**config.mk**
```make
export PLATFORM = sky130hd
export DESIGN_NAME = clock_period_meter
export DESIGN_NICKNAME = d
export VERILOG_FILES = /design/src/rtl/clock_period_meter.sv
export SDC_FILE = /design/constraint.sdc
export NUM_CORES = 1
export LEC_CHECK = 0
export ABC_AREA = 1
export BUFFER_PORTS_ARGS = -buffer_cell sky130_fd_sc_hd__buf_2
export CAP_MARGIN = 10
export CORE_MARGIN = 5
export CORE_UTILIZATION = 33
export DETAILED_ROUTE_END_ITERATION = 10
export GPL_ROUTABILITY_DRIVEN = 0
export HOLD_SLACK_MARGIN = 0.05
export REMOVE_ABC_BUFFERS = 1
export SETUP_SLACK_MARGIN = 0.3
export SKIP_CTS_REPAIR_TIMING = 1
export SLEW_MARGIN = 20
export SYNTH_ARGS = -nofsm -noshare
export SYNTH_HDL_FRONTEND = slang
export SYNTH_SLANG_ARGS = --single-unit
```
**constraint.sdc**
```tcl
create_clock -name clk -period 2.1 [get_ports clk]
set_clock_uncertainty 0.2 [all_clocks]
set_input_delay 0.42 -clock clk [delete_from_list [all_inputs] [get_ports clk]]
set_output_delay 0.42 -clock clk [all_outputs]
set_load 0.05 [all_outputs]
```
**src/rtl/clock_period_meter.sv**
```systemverilog
// clock_period_meter
// Measures the half-period of a slow asynchronous square wave in clk cycles.
// Each interval between two consecutive synchronized edges is captured into a
// single-entry valid/ready output register. The interval before the first edge
// and any interval that ran into the stall timeout are discarded.
module clock_period_meter #(
  parameter int                CNT_W   = 26,
  parameter logic [CNT_W-1:0]  TIMEOUT = 26'd50000000
) (
  input  logic             clk,
  input  logic             rst,
  input  logic             sig_in,
  input  logic             meas_ready,
  output logic             meas_valid,
  output logic [CNT_W-1:0] meas_half,
  output logic             meas_level,
  output logic             stalled,
  output logic             overrun
);

  typedef enum logic [1:0] {
    ST_IDLE    = 2'd0,
    ST_MEASURE = 2'd1,
    ST_STALL   = 2'd2
  } state_t;

  localparam logic [CNT_W-1:0] CNT_ONE = {{(CNT_W-1){1'b0}}, 1'b1};

  // Synchronizer, previous-value register, FSM and counter state
  logic             s1_q, s1_d;
  logic             s2_q, s2_d;
  logic             s3_q, s3_d;
  state_t           state_q, state_d;
  logic [CNT_W-1:0] cnt_q, cnt_d;
  logic             stalled_q, stalled_d;

  // Output register
  logic             valid_q, valid_d;
  logic [CNT_W-1:0] half_q, half_d;
  logic             level_q, level_d;
  logic             overrun_q, overrun_d;

  logic             edge_s;
  logic             capture_s;

  assign edge_s = s2_q ^ s3_q;

  // Input synchronizer chain: s1/s2 resolve metastability, s3 holds the previous level
  always_comb begin
    s1_d = sig_in;
    s2_d = s1_q;
    s3_d = s2_q;
  end

  // Interval FSM: counts cycles between edges and decides when an interval is a valid capture
  always_comb begin
    state_d   = state_q;
    cnt_d     = cnt_q;
    stalled_d = stalled_q;
    capture_s = 1'b0;
    case (state_q)
      ST_IDLE: begin
        // The interval before the first edge is partial, so only start counting.
        if (edge_s) begin
          state_d = ST_MEASURE;
          cnt_d   = CNT_ONE;
        end else begin
          cnt_d = cnt_q;
        end
      end
      ST_MEASURE: begin
        // An edge landing exactly at cnt == TIMEOUT still captures TIMEOUT.
        if (edge_s) begin
          capture_s = 1'b1;
          cnt_d     = CNT_ONE;
        end else if (cnt_q == TIMEOUT) begin
          state_d   = ST_STALL;
          stalled_d = 1'b1;
        end else begin
          cnt_d = cnt_q + CNT_ONE;
        end
      end
      ST_STALL: begin
        // The interval that timed out is too long to report; resume on the next edge.
        if (edge_s) begin
          state_d   = ST_MEASURE;
          cnt_d     = CNT_ONE;
          stalled_d = 1'b0;
        end else begin
          cnt_d = cnt_q;
        end
      end
      default: begin
        state_d   = ST_IDLE;
        cnt_d     = '0;
        stalled_d = 1'b0;
      end
    endcase
  end

  // Result register: a new capture always wins; losing an unread result sets the sticky overrun
  always_comb begin
    valid_d   = valid_q;
    half_d    = half_q;
    level_d   = level_q;
    overrun_d = overrun_q;
    if (capture_s) begin
      half_d  = cnt_q;
      level_d = s3_q;
      valid_d = 1'b1;
      if (valid_q && !meas_ready) begin
        overrun_d = 1'b1;
      end else begin
        overrun_d = overrun_q;
      end
    end else if (valid_q && meas_ready) begin
      valid_d = 1'b0;
    end else begin
      valid_d = valid_q;
    end
  end

  // State registers with asynchronous active-high reset
  always_ff @(posedge clk or posedge rst) begin
    if (rst) begin
      s1_q      <= 1'b0;
      s2_q      <= 1'b0;
      s3_q      <= 1'b0;
      state_q   <= ST_IDLE;
      cnt_q     <= '0;
      stalled_q <= 1'b0;
      valid_q   <= 1'b0;
      half_q    <= '0;
      level_q   <= 1'b0;
      overrun_q <= 1'b0;
    end else begin
      s1_q      <= s1_d;
      s2_q      <= s2_d;
      s3_q      <= s3_d;
      state_q   <= state_d;
      cnt_q     <= cnt_d;
      stalled_q <= stalled_d;
      valid_q   <= valid_d;
      half_q    <= half_d;
      level_q   <= level_d;
      overrun_q <= overrun_d;
    end
  end

  assign meas_valid = valid_q;
  assign meas_half  = half_q;
  assign meas_level = level_q;
  assign stalled    = stalled_q;
  assign overrun    = overrun_q;

endmodule

```
---- After elaboration in Yosys (flattened, before gate mapping) ----
Index checks and enable logic that the tools add are counted.
word-level totals
  output and inout bits ................... 30
  logic and storage cells ................. 47
  input port bits ......................... 4
  flip-flop bits (word level) ............. 61
operators by class
  $add $sub $neg .......................... 1
  muxes and demuxes ....................... 16
  eq/ne operators ......................... 8
  bitwise gates (word level) .............. 2
  reduce and logical (&&, ||, !) cells .... 10
operators by type and width
  cell                                                   count
  2-to-1 mux 26 bit                                      3
  one-hot mux 26 bit (2 select lines)                    1
  adder 26 x 1 -> 26 bit, second input constant          1
  equality test 26 bit, second input constant            1
  2-to-1 mux 1 bit                                       7
  2-to-1 mux 2 bit                                       3
  inequality test 2 bit, second input constant           3
  one-hot mux 2 bit (2 select lines)                     1
  AND reduction 2 bit                                    2
  AND reduction 4 bit                                    1
  inequality test 3 bit, second input constant           1
  one-hot mux 1 bit (3 select lines)                     1
  AND reduction 3 bit                                    1
  equality test 2 x 1 -> 1 bit, second input constant    1
  equality test 2 bit, second input constant             1
  logical AND 1 bit                                      2
  logical NOT 2 bit                                      1
  inequality test 2 x 1 -> 1 bit, second input constant  1
  nonzero test 2 bit                                     1
  OR reduction 2 bit                                     1
  logical NOT 1 bit                                      1
  inverter 1 bit                                         1
  XOR 1 bit                                              1

---- Longest topological paths before layout ----
Gate-level depths: netlist of the first run.
  depth in word-level cells ............... 4
  gate-level depth with buffers ........... 12
  depth with buffers taken out ............ 12

---- Worst setup path after synthesis of the first run ----
OpenSTA, ideal clock, no wires.
  path type ............................... register -> register
  from .................................... reg cnt_q[0]
  to ...................................... reg cnt_q[25]
  arrival ................................. 1487 ps
  buffers on the path ..................... 1
  data required time ...................... 1784 ps
  cell stages (with the launch flop) ...... 13
  setup time .............................. 116 ps
  slack ................................... 296 ps
  clock period less this slack ............ 1804 ps
  path through ............................ dfrtp_1 inv_1 ha_1 nand2_1 nor2_1 nand2_1 nor2_4 nand3_4 nand2_4 inv_4 buf_6 nand2_1 nand2_1
between the ends
  word-level cells in the longest chain between the ends .. 4
  elaborated cells between the ends (all ways) .. 7
  classes of those cells .................. add/sub (1); eq/ne (2); mux (3); reduce/logical (1)
ends and longest elaborated chain
  what                                 RTL line  RTL
  start: declaration                   34        logic [CNT_W-1:0] cnt_q, cnt_d;
  start signal: assignment             141       cnt_q <= cnt_d;
  adder 26 x 1 -> 26 bit               80        cnt_d = cnt_q + CNT_ONE;
  2-to-1 mux 26 bit                    76        end else if (cnt_q == TIMEOUT) begin
  2-to-1 mux 26 bit                    73        if (edge_s) begin
  one-hot mux 26 bit (2 select lines)  61        case (state_q)
Several ways; a longest one is shown, not always the timed one. The select of a mux whose other input is x is not followed.
A chain may end at the register's enable or synchronous reset.

---- Worst setup path after layout of the first run ----
  from .................................... reg cnt_q[0]
  to ...................................... reg cnt_q[14]
The elaborated chain is that of the path after synthesis.

==> run metrics, run 1 <==
status=complete, no violations; CTS tree=done; clock latency on the worst-skew pair=0.34 ns; Mapped Cells=414; Initial Utilization=34.1%; drt total wl=8510 µm; RSZ-0062 raised after global routing=yes; P&R area growth vs syn=27.9%; Crit. End Element=flip-flop; part of the power in registers=47.1%; Reg2Reg Setup Slack=0.21 ns; Rel. slew slack=65.6%; die footprint=0.0117 mm²; Iteration-0 DRC Markers=174; CTS clock-pin slew for the worst setup and hold paths=0.07 ns; crit-path max FO=9; Initial DRT Pass Iterations=7; Yosys reg bits=61; VDD IR max=0.379 mV; YS warnings=0; Hold Path Class=in2reg; I/O Buffers=33; CTS H-tree depth=3; worst path arrival time=1.91 ns; Die Y=108 µm; startpoint class of the critical path=flip-flop; Max-Cap Viols=0; vias in the first global route=2836; drt drc=0; Internal=1.92 mW; Row Count=35; Syn Std Cell Area=0.00317 mm²; HP Start=meas_ready; Mean Syn Cell Area=7.65 µm²; number of diodes=0; Clock Tree Buf Depth=2; Slew Limit Fails=0; slew of the pin with the lowest slew margin=0.516 ns; Period Utilization, post-route=90.0%; IO Count=34; P per Cell Area=658 mW/mm²; switching fraction of total power=27.9%; Final Cell Area=0.00405 mm²; Netlist cell types=26; DP HPWL=5910 µm; GRT Total Usage=14.9%; Core Footprint=0.00928 mm²; Clk pwr share=38.9%; CTS buffer count=9; final hold violation count=0; Final setup viols=0; Clock Tree Root=clkbuf_8; area of the multi-input gates=0.00153 mm²; pin count of the biggest net entering global routing=53; Hold Path Depth=2; share of layout cells above drive strength 1=28.5%; Lkg Pwr=1.85 nW; grt ovf=0; R2R depth=10; NumNets Final=478; Post-DRT Antenna Nets=0; Die W=108 µm; register area=0.00154 mm²; critical path type=reg2reg; reg-to-reg endpoint=cnt_q[14]; CTS sink count=61; Worst Hold Path EP=meas_valid; Seq/Total Area, Yosys=48.2%; Switching Power=0.744 mW; achievable frequency=529 MHz; first-pass GRT wire length=13700 µm; routed vias/inst=4.89; post-route minimum period=1.89 ns; Post-DP Area=0.00355 mm²; combinational fraction of design power=14.0%; post-route setup TNS=0 ns; # fillers=955; antenna violations before repair=0; via count=2965; reg2reg start=cnt_q[0]; WL per Instance=14.0 µm; WP data required=2.12 ns
## metrics by stage
stage	total power [mW]	util (%)	setup slack, ns	std cells	hold slack (ns)
CTS	2.62	40.3	0.107	589	-0.0828
global route	2.79	43.6	0.129	606	0.0712
floorplan	1.46	-	-0.113	401	0.131
detailed placement	1.57	38.3	0.124	573	0.136
global placement	1.57	38.3	0.190	573	0.132
finish	2.67	43.6	0.210	606	0.0715
## metal layers
metal / wire length, µm / track usage [%]
met3: 452 / 2.63
met2: 3910 / 23.5
met4: 265 / 7.75
met1: 3890 / 19.6
met5: 0 / 0
## cell usage in the layout (no fill, tap or decap), drive strengths merged
cell / synthesis / routed
nand2: 136 / 136
dfrtp: 61 / 61
buf: 4 / 56
o21ai: 51 / 51
nor2: 48 / 48
inv: 45 / 45
nand4: 24 / 24
nand3: 24 / 24
clkbuf: 9 / 13
xor2: 4 / 4
clkinv: 0 / 3
o31ai: 2 / 2
dlygate4sd3: 0 / 2
nor3: 2 / 2
ha: 2 / 2
xnor2: 1 / 1
a21boi: 1 / 1
clkinvlp: 0 / 1
bufinv: 0 / 1
## Yosys cell counts, drive strengths merged
cell      n  share of area, %
a21boi    1              0.24
nand3    24               4.3
nor3      2              0.32
dfrtp    61                48
buf       4              0.99
nand4    24               4.7
o31ai     2              0.47
xnor2     1              0.51
clkbuf    9               1.1
o21ai    51               9.0
nand2   136                16
nor2     48               6.4
ha        2              0.79
xor2      4               1.1
inv      45               5.4
## layout make-up
cell class	instances	area share, %
clock inverters	4	1.17
multi-input cells	295	37.7
clock buffers	12	3.58
inverters	45	4.54
well taps	129	3.99
repair inverters	1	0.216
flip-flops and latches	61	38.1
repair buffers	59	10.8
## worst max-delay path by stage
stage,from,to,slack [ns],depth (start not counted)
2_1_floorplan,s3_q,cnt_q[7],-0.11,6
3_3_place_gp,cnt_q[0],cnt_q[7],0.19,11
3_5_place_dp,cnt_q[0],cnt_q[11],0.12,11
4_1_cts,cnt_q[0],cnt_q[11],0.11,11
5_1_grt,cnt_q[0],cnt_q[2],0.13,11
6_report,cnt_q[0],cnt_q[14],0.21,10
## logic make-up (layout without fill, tap and decap cells)
kind of cell             count (synthesis)  in the layout  synth area share [%]
adder cells (fa/ha/maj)                  2              2                 0.790
AO/OA/AOI/OAI                           54             54                  9.72
AND/OR/NAND/NOR                        234            234                  32.2
buffers and inverters                   58            121                  7.47
flip-flops                              61             61                  48.2
XOR/XNOR                                 5              5                  1.62
## sequential cells by signal (all words and copies together) (netlist names)
name,cells
s1_q,1
overrun,1
stalled,1
meas_valid,1
cnt_q,26
s2_q,1
meas_half,26
meas_level,1
state_q,2
s3_q,1
## critical path, cell delays in order (launching register included)
cell	delay [ns]
dfrtp_2	0.45
inv_4	0.08
ha_4	0.12
nand2_2	0.04
nor2_1	0.10
nand2_1	0.10
nor2_4	0.13
nand3_4	0.12
nand2_8	0.16
clkbuf_16	0.17
o21ai_0	0.09
## power groups by stage
stage / combinational (mW) / clock, mW / sequential, mW
after floorplan: 0.121 / 0 / 1.34
after detailed placement: 0.304 / 0 / 1.27
after global routing: 0.411 / 1.12 / 1.26
final: 0.373 / 1.04 / 1.26
after global placement: 0.303 / 0 / 1.27
after CTS: 0.306 / 1.07 / 1.25
No activity file was read; power rests on OpenSTA's default activity.
==> inputs of run 2 (changes only) <==
RECOVER_POWER = 25   (was default)
==> run 2 against run 1 <==
  * Worst setup slack is essentially flat
  * Sequential power is essentially flat
  * Critical path depth is the same
  * Wire length is essentially flat
  * Flip-flop and latch count is the same
  * Largest power group unchanged
==> run metrics, run 2 (synthesized netlist as in run 1, its figures left out) <==
status=complete, no violations; drt total wl=8510 µm (about the same); first-pass GRT wire length=13700 µm (unchanged); P per Cell Area=659 mW/mm² (about the same); dpl ws=0.124 ns (unchanged); WL per Instance=14.0 µm (about the same); IO Count=34 (unchanged); switching fraction of total power=27.9% (about the same); Period Utilization, post-route=90.0% (about the same); Worst Hold Path EP=meas_valid; VDD IR max=0.379 mV (about the same); critical path type=reg2reg; HP Start=meas_ready; worst path arrival time=1.91 ns (about the same); Post-Layout Cell Count=606 (unchanged); P&R area growth vs syn=27.9% (about the same); CTS clock-pin slew for the worst setup and hold paths=0.07 ns (about the same); Lkg Pwr=1.85 nW (+0.11%); most common cell after layout, fill and taps aside=nand2_1; Hold Path Depth=2 (unchanged); crit-path max FO=9 (unchanged); routed vias/inst=4.89 (about the same); I/O Buffers=33 (unchanged); reg-to-reg endpoint=cnt_q[14]; post-route minimum period=1.89 ns (-0.0000320 ns); Initial Utilization=34.1% (unchanged); CTS buffer count=9 (unchanged); vias in the first global route=2836 (unchanged); Final setup viols=0 (unchanged); achievable frequency=529 MHz (about the same); grt ovf=0 (unchanged); NumNets Final=478 (unchanged); met2 global-route usage=23.5% (unchanged); Hold Path Class=in2reg; Clock Tree Buf Depth=2 (unchanged); part of the power in registers=47.1% (about the same); number of diodes=0 (unchanged); Core Util, Final=43.6% (about the same); Switching Power=0.744 mW (about the same); CTS H-tree depth=3 (unchanged); slew of the pin with the lowest slew margin=0.929 ns (+0.413 ns); CTS sink count=61 (unchanged); met1 Usage GRT=19.6% (unchanged); Row Count=35 (unchanged); Iteration-0 DRC Markers=174 (unchanged); Core Footprint=0.00928 mm² (unchanged); Clock Tree Root=clkbuf_8; reg2reg start=cnt_q[0]; global routing's busiest layer=met2; Die Y=108 µm (unchanged); RSZ-0062 raised after global routing=yes; CTS tree=done; combinational fraction of design power=14.0% (about the same); Crit. End Element=flip-flop; die footprint=0.0117 mm² (unchanged); Slew Limit Fails=0 (unchanged); Post-DRT Antenna Nets=0 (unchanged); startpoint class of the critical path=flip-flop; share of layout cells above drive strength 1=28.1% (-0.42 points); # fillers=956 (+0.10%); Die W=108 µm (unchanged); clock latency on the worst-skew pair=0.34 ns (about the same); Internal=1.92 mW (about the same); Inst Count DP=573 (unchanged); Reg2Reg Setup Slack=0.21 ns (about the same); total power=2.67 mW (about the same); drt drc=0 (unchanged); Initial DRT Pass Iterations=7 (unchanged); antenna violations before repair=0 (unchanged); GR Util met3=2.63% (unchanged); Clk pwr share=38.9% (about the same); final hold violation count=0 (unchanged); pin count of the biggest net entering global routing=53 (unchanged); DP HPWL=5910 µm (unchanged); WP data required=2.12 ns (about the same); via count=2966 (+0.034%); Max-Cap Viols=0 (unchanged); R2R depth=10 (unchanged); post-layout worst setup margin=0.210 ns (+0.0000320 ns); most frequent cells in the layout=129 x nand2_1, 50 x dfrtp_1, 36 x o21ai_0; Rel. slew slack=38.0% (-28 points); GRT Total Usage=14.9% (unchanged)
run 2: cell count changes in the layout (fill, tap and decap cells not counted):
cell	change
dfrtp_1	+1
dfrtp_2	-1
inv_1	+1
inv_2	-1
run 2: worst max-delay path by stage:
stage | start | end | slack (ns) | cells after the start
after floorplan | s3_q | cnt_q[7] | -0.11 | 6
after global placement | cnt_q[0] | cnt_q[7] | 0.19 | 11
after detailed placement | cnt_q[0] | cnt_q[11] | 0.12 | 11
after CTS | cnt_q[0] | cnt_q[11] | 0.11 | 11
after global routing | cnt_q[0] | cnt_q[2] | 0.13 | 11
final | cnt_q[0] | cnt_q[14] | 0.21 | 10
run 2: final cells by class:
| cell class | count | area (µm²) | area share, % |
|---|---|---|---|
| Sequential cell | 61 | 1540 | 38.0 |
| Tap cell | 129 | 161 | 3.99 |
| Inverter | 45 | 184 | 4.54 |
| Multi-Input combinational cell | 295 | 1530 | 37.7 |
| Clock inverter | 4 | 47.5 | 1.17 |
| Timing Repair Buffer | 59 | 437 | 10.8 |
| Timing Repair inverter | 1 | 8.76 | 0.216 |
| Clock buffer | 12 | 145 | 3.58 |
run 2: layer usage:
metal | routed length, µm | vias up
li1 | - | 1453
met1 | 3880 | 1389
met2 | 3910 | 97
met3 | 454 | 27
met4 | 265 | 0
met5 | 0 | -
run 2: critical path, stage by stage, from the launching register on:
cell	delay, ns
dfrtp_2	0.45
inv_4	0.08
ha_4	0.12
nand2_2	0.04
nor2_1	0.10
nand2_1	0.10
nor2_4	0.13
nand3_4	0.12
nand2_8	0.16
clkbuf_16	0.17
o21ai_0	0.09
run 2: power groups by stage:
stage,clock network [mW],registers [mW],logic [mW]
floorplan,0,1.34,0.121
global placement,0,1.27,0.303
detailed placement,0,1.27,0.304
CTS,1.07,1.25,0.306
global route,1.12,1.26,0.411
finish,1.04,1.26,0.373
run 2: per-stage QoR:
| step | instance area (µm²) | hold WS (ns) | TNS [ns] |
|---|---|---|---|
| 3_5_place_dp | 3550 | 0.136 | 0 |
| 5_1_grt | 4050 | 0.0712 | 0 |
| 6_report | 4050 | 0.0715 | 0 |
| 2_1_floorplan | 3100 | 0.131 | -2.94 |
| 3_3_place_gp | 3550 | 0.132 | 0 |
| 4_1_cts | 3740 | -0.0828 | 0 |
==> inputs of run 3 (changes only) <==
SETUP_SLACK_MARGIN = default   (was 0.3)
==> run 3 against run 2 <==
  * Clock-buffer cell count is the same
  * Core utilization shrank 3.0 points
  * Final cell count shrank 2.5%
  * Wire length shrank 6.8%
  * Flip-flop and latch count is the same
  * Clock power is essentially flat
  * Largest cell class unchanged
  * Via count shrank 4.9%
  * First-iteration DRC count shrank 26%
  * Sequential share of layout area grew 2.4 points
==> run metrics, run 3 (synthesized netlist as in run 1, its figures left out) <==
status=complete, no violations; DP HPWL=5910 µm (unchanged); startpoint class of the critical path=flip-flop; Die W=108 µm (unchanged); Initial DRT Pass Iterations=4 (-3); Hold Path Class=in2reg; most frequent cells in the layout=135 x nand2_1, 61 x dfrtp_1, 42 x inv_1, 42 x nor2_1, 41 x o21ai_0; P per Cell Area=685 mW/mm² (+4.0%); final hold violation count=0 (unchanged); I/O Buffers=33 (unchanged); Post-DP Area=0.00355 mm² (unchanged); most common cell after layout, fill and taps aside=nand2_1; slew of the pin with the lowest slew margin=0.926 ns (-0.00238 ns); crit-path max FO=5 (-4); Reg2Reg Setup Slack=0.18 ns (-0.03 ns); Max-Cap Viols=0 (unchanged); VDD IR max=0.376 mV (-0.84%); Slew Limit Fails=0 (unchanged); NumNets Final=463 (-3.1%); Crit. End Element=flip-flop; pin count of the biggest net entering global routing=53 (unchanged); Critical Path Start=cnt_q[0]; CTS H-tree depth=3 (unchanged); Initial Utilization=34.1% (unchanged); grt ovf=0 (unchanged); reg2reg start=cnt_q[0]; drt drc=0 (unchanged); dpl ws=0.124 ns (unchanged); Die Y=108 µm (unchanged); via count=2821 (-4.9%); first-pass GRT wire length=13700 µm (unchanged); Post-DRT Antenna Nets=0 (unchanged); CTS tree=done; vias in the first global route=2836 (unchanged); Row Count=35 (unchanged); Final Cell Area=0.00377 mm² (-6.8%); Lkg Pwr=1.78 nW (-3.9%); number of diodes=0 (unchanged); share of layout cells above drive strength 1=16.9% (-11 points); Rel. slew slack=38.2% (+0.16 points); Final setup viols=0 (unchanged); Clock Tree Buf Depth=2 (unchanged); post-route minimum period=1.92 ns (+0.0329 ns); CTS buffer count=9 (unchanged); drt total wl=7940 µm (-6.8%); routed vias/inst=4.77 (-2.5%); antenna violations before repair=0 (unchanged); WP data required=2.17 ns (+0.05 ns); worst path arrival time=1.99 ns (+0.08 ns); IO Count=34 (unchanged); Clock Tree Root=clkbuf_8; clock latency on the worst-skew pair=0.34 ns (about the same); RSZ-0062 raised after global routing=no; CTS sink count=61 (unchanged); Iteration-0 DRC Markers=129 (-26%); post-layout worst setup margin=0.177 ns (-0.0329 ns); WL per Instance=13.4 µm (-4.4%); Core Footprint=0.00928 mm² (unchanged); critical path type=reg2reg; CTS clock-pin slew for the worst setup and hold paths=0.07 ns (about the same); Period Utilization, post-route=91.6% (+1.6 points); total power=2.58 mW (-3.1%); P&R area growth vs syn=19.2%; GRT Total Usage=14.9% (unchanged); die footprint=0.0117 mm² (unchanged); HP Start=meas_ready; achievable frequency=520 MHz (-1.7%)
==> run 3: path summary, 6_finish.rpt <==
kind | end | cells past startpoint
min in group asynchronous | meas_half[21] | 3
max in group asynchronous | meas_half[22] | 4
min | meas_valid | 2
min reg2reg | s2_q | 0
max | cnt_q[22] | 9
max reg2reg | cnt_q[22] | 9
==> run 3: layer usage <==
metal,wire length (µm),up-vias,part of all wire (%),track usage (%)
li1,-,1417,-,-
met1,3670,1304,46,19.6
met2,3660,74,46,23.5
met3,344,26,4.3,2.63
met4,266,0,3.4,7.75
met5,0,-,0,0
==> run 3: critical path: stages, from the launching register on <==
cell,delay (ns)
dfrtp_1,0.44
ha_1,0.20
nand3_1,0.18
nor2_4,0.18
nand4_1,0.10
nor2_1,0.23
nand3_1,0.12
nand2_1,0.08
inv_1,0.04
nor2_1,0.08
==> run 3: layout make-up <==
| class | count | area [µm²] |
|---|---|---|
| fillers | 988 | 5510 |
| flip-flops and latches | 61 | 1530 |
| multi-input cells | 295 | 1410 |
| repair buffers | 45 | 310 |
| inverters | 45 | 171 |
| well taps | 129 | 161 |
| clock buffers | 12 | 145 |
| clock inverters | 4 | 47.5 |
==> run 3: power by group <==
| part | internal, mW | switching, mW |
|---|---|---|
| clock network | 0.577 | 0.453 |
| registers | 1.21 | 0.0371 |
| logic | 0.0850 | 0.218 |
==> run 3: per-stage QoR <==
| step | setup TNS (ns) | util [%] | hold slack (ns) | instances |
|---|---|---|---|---|
| 2_1_floorplan | -2.94 | - | 0.131 | 401 |
| 3_3_place_gp | 0 | 38.3 | 0.132 | 573 |
| 3_5_place_dp | 0 | 38.3 | 0.136 | 573 |
| 4_1_cts | 0 | 40.3 | -0.0828 | 589 |
| 5_1_grt | 0 | 40.6 | 0.0712 | 591 |
| 6_report | 0 | 40.6 | 0.0729 | 591 |
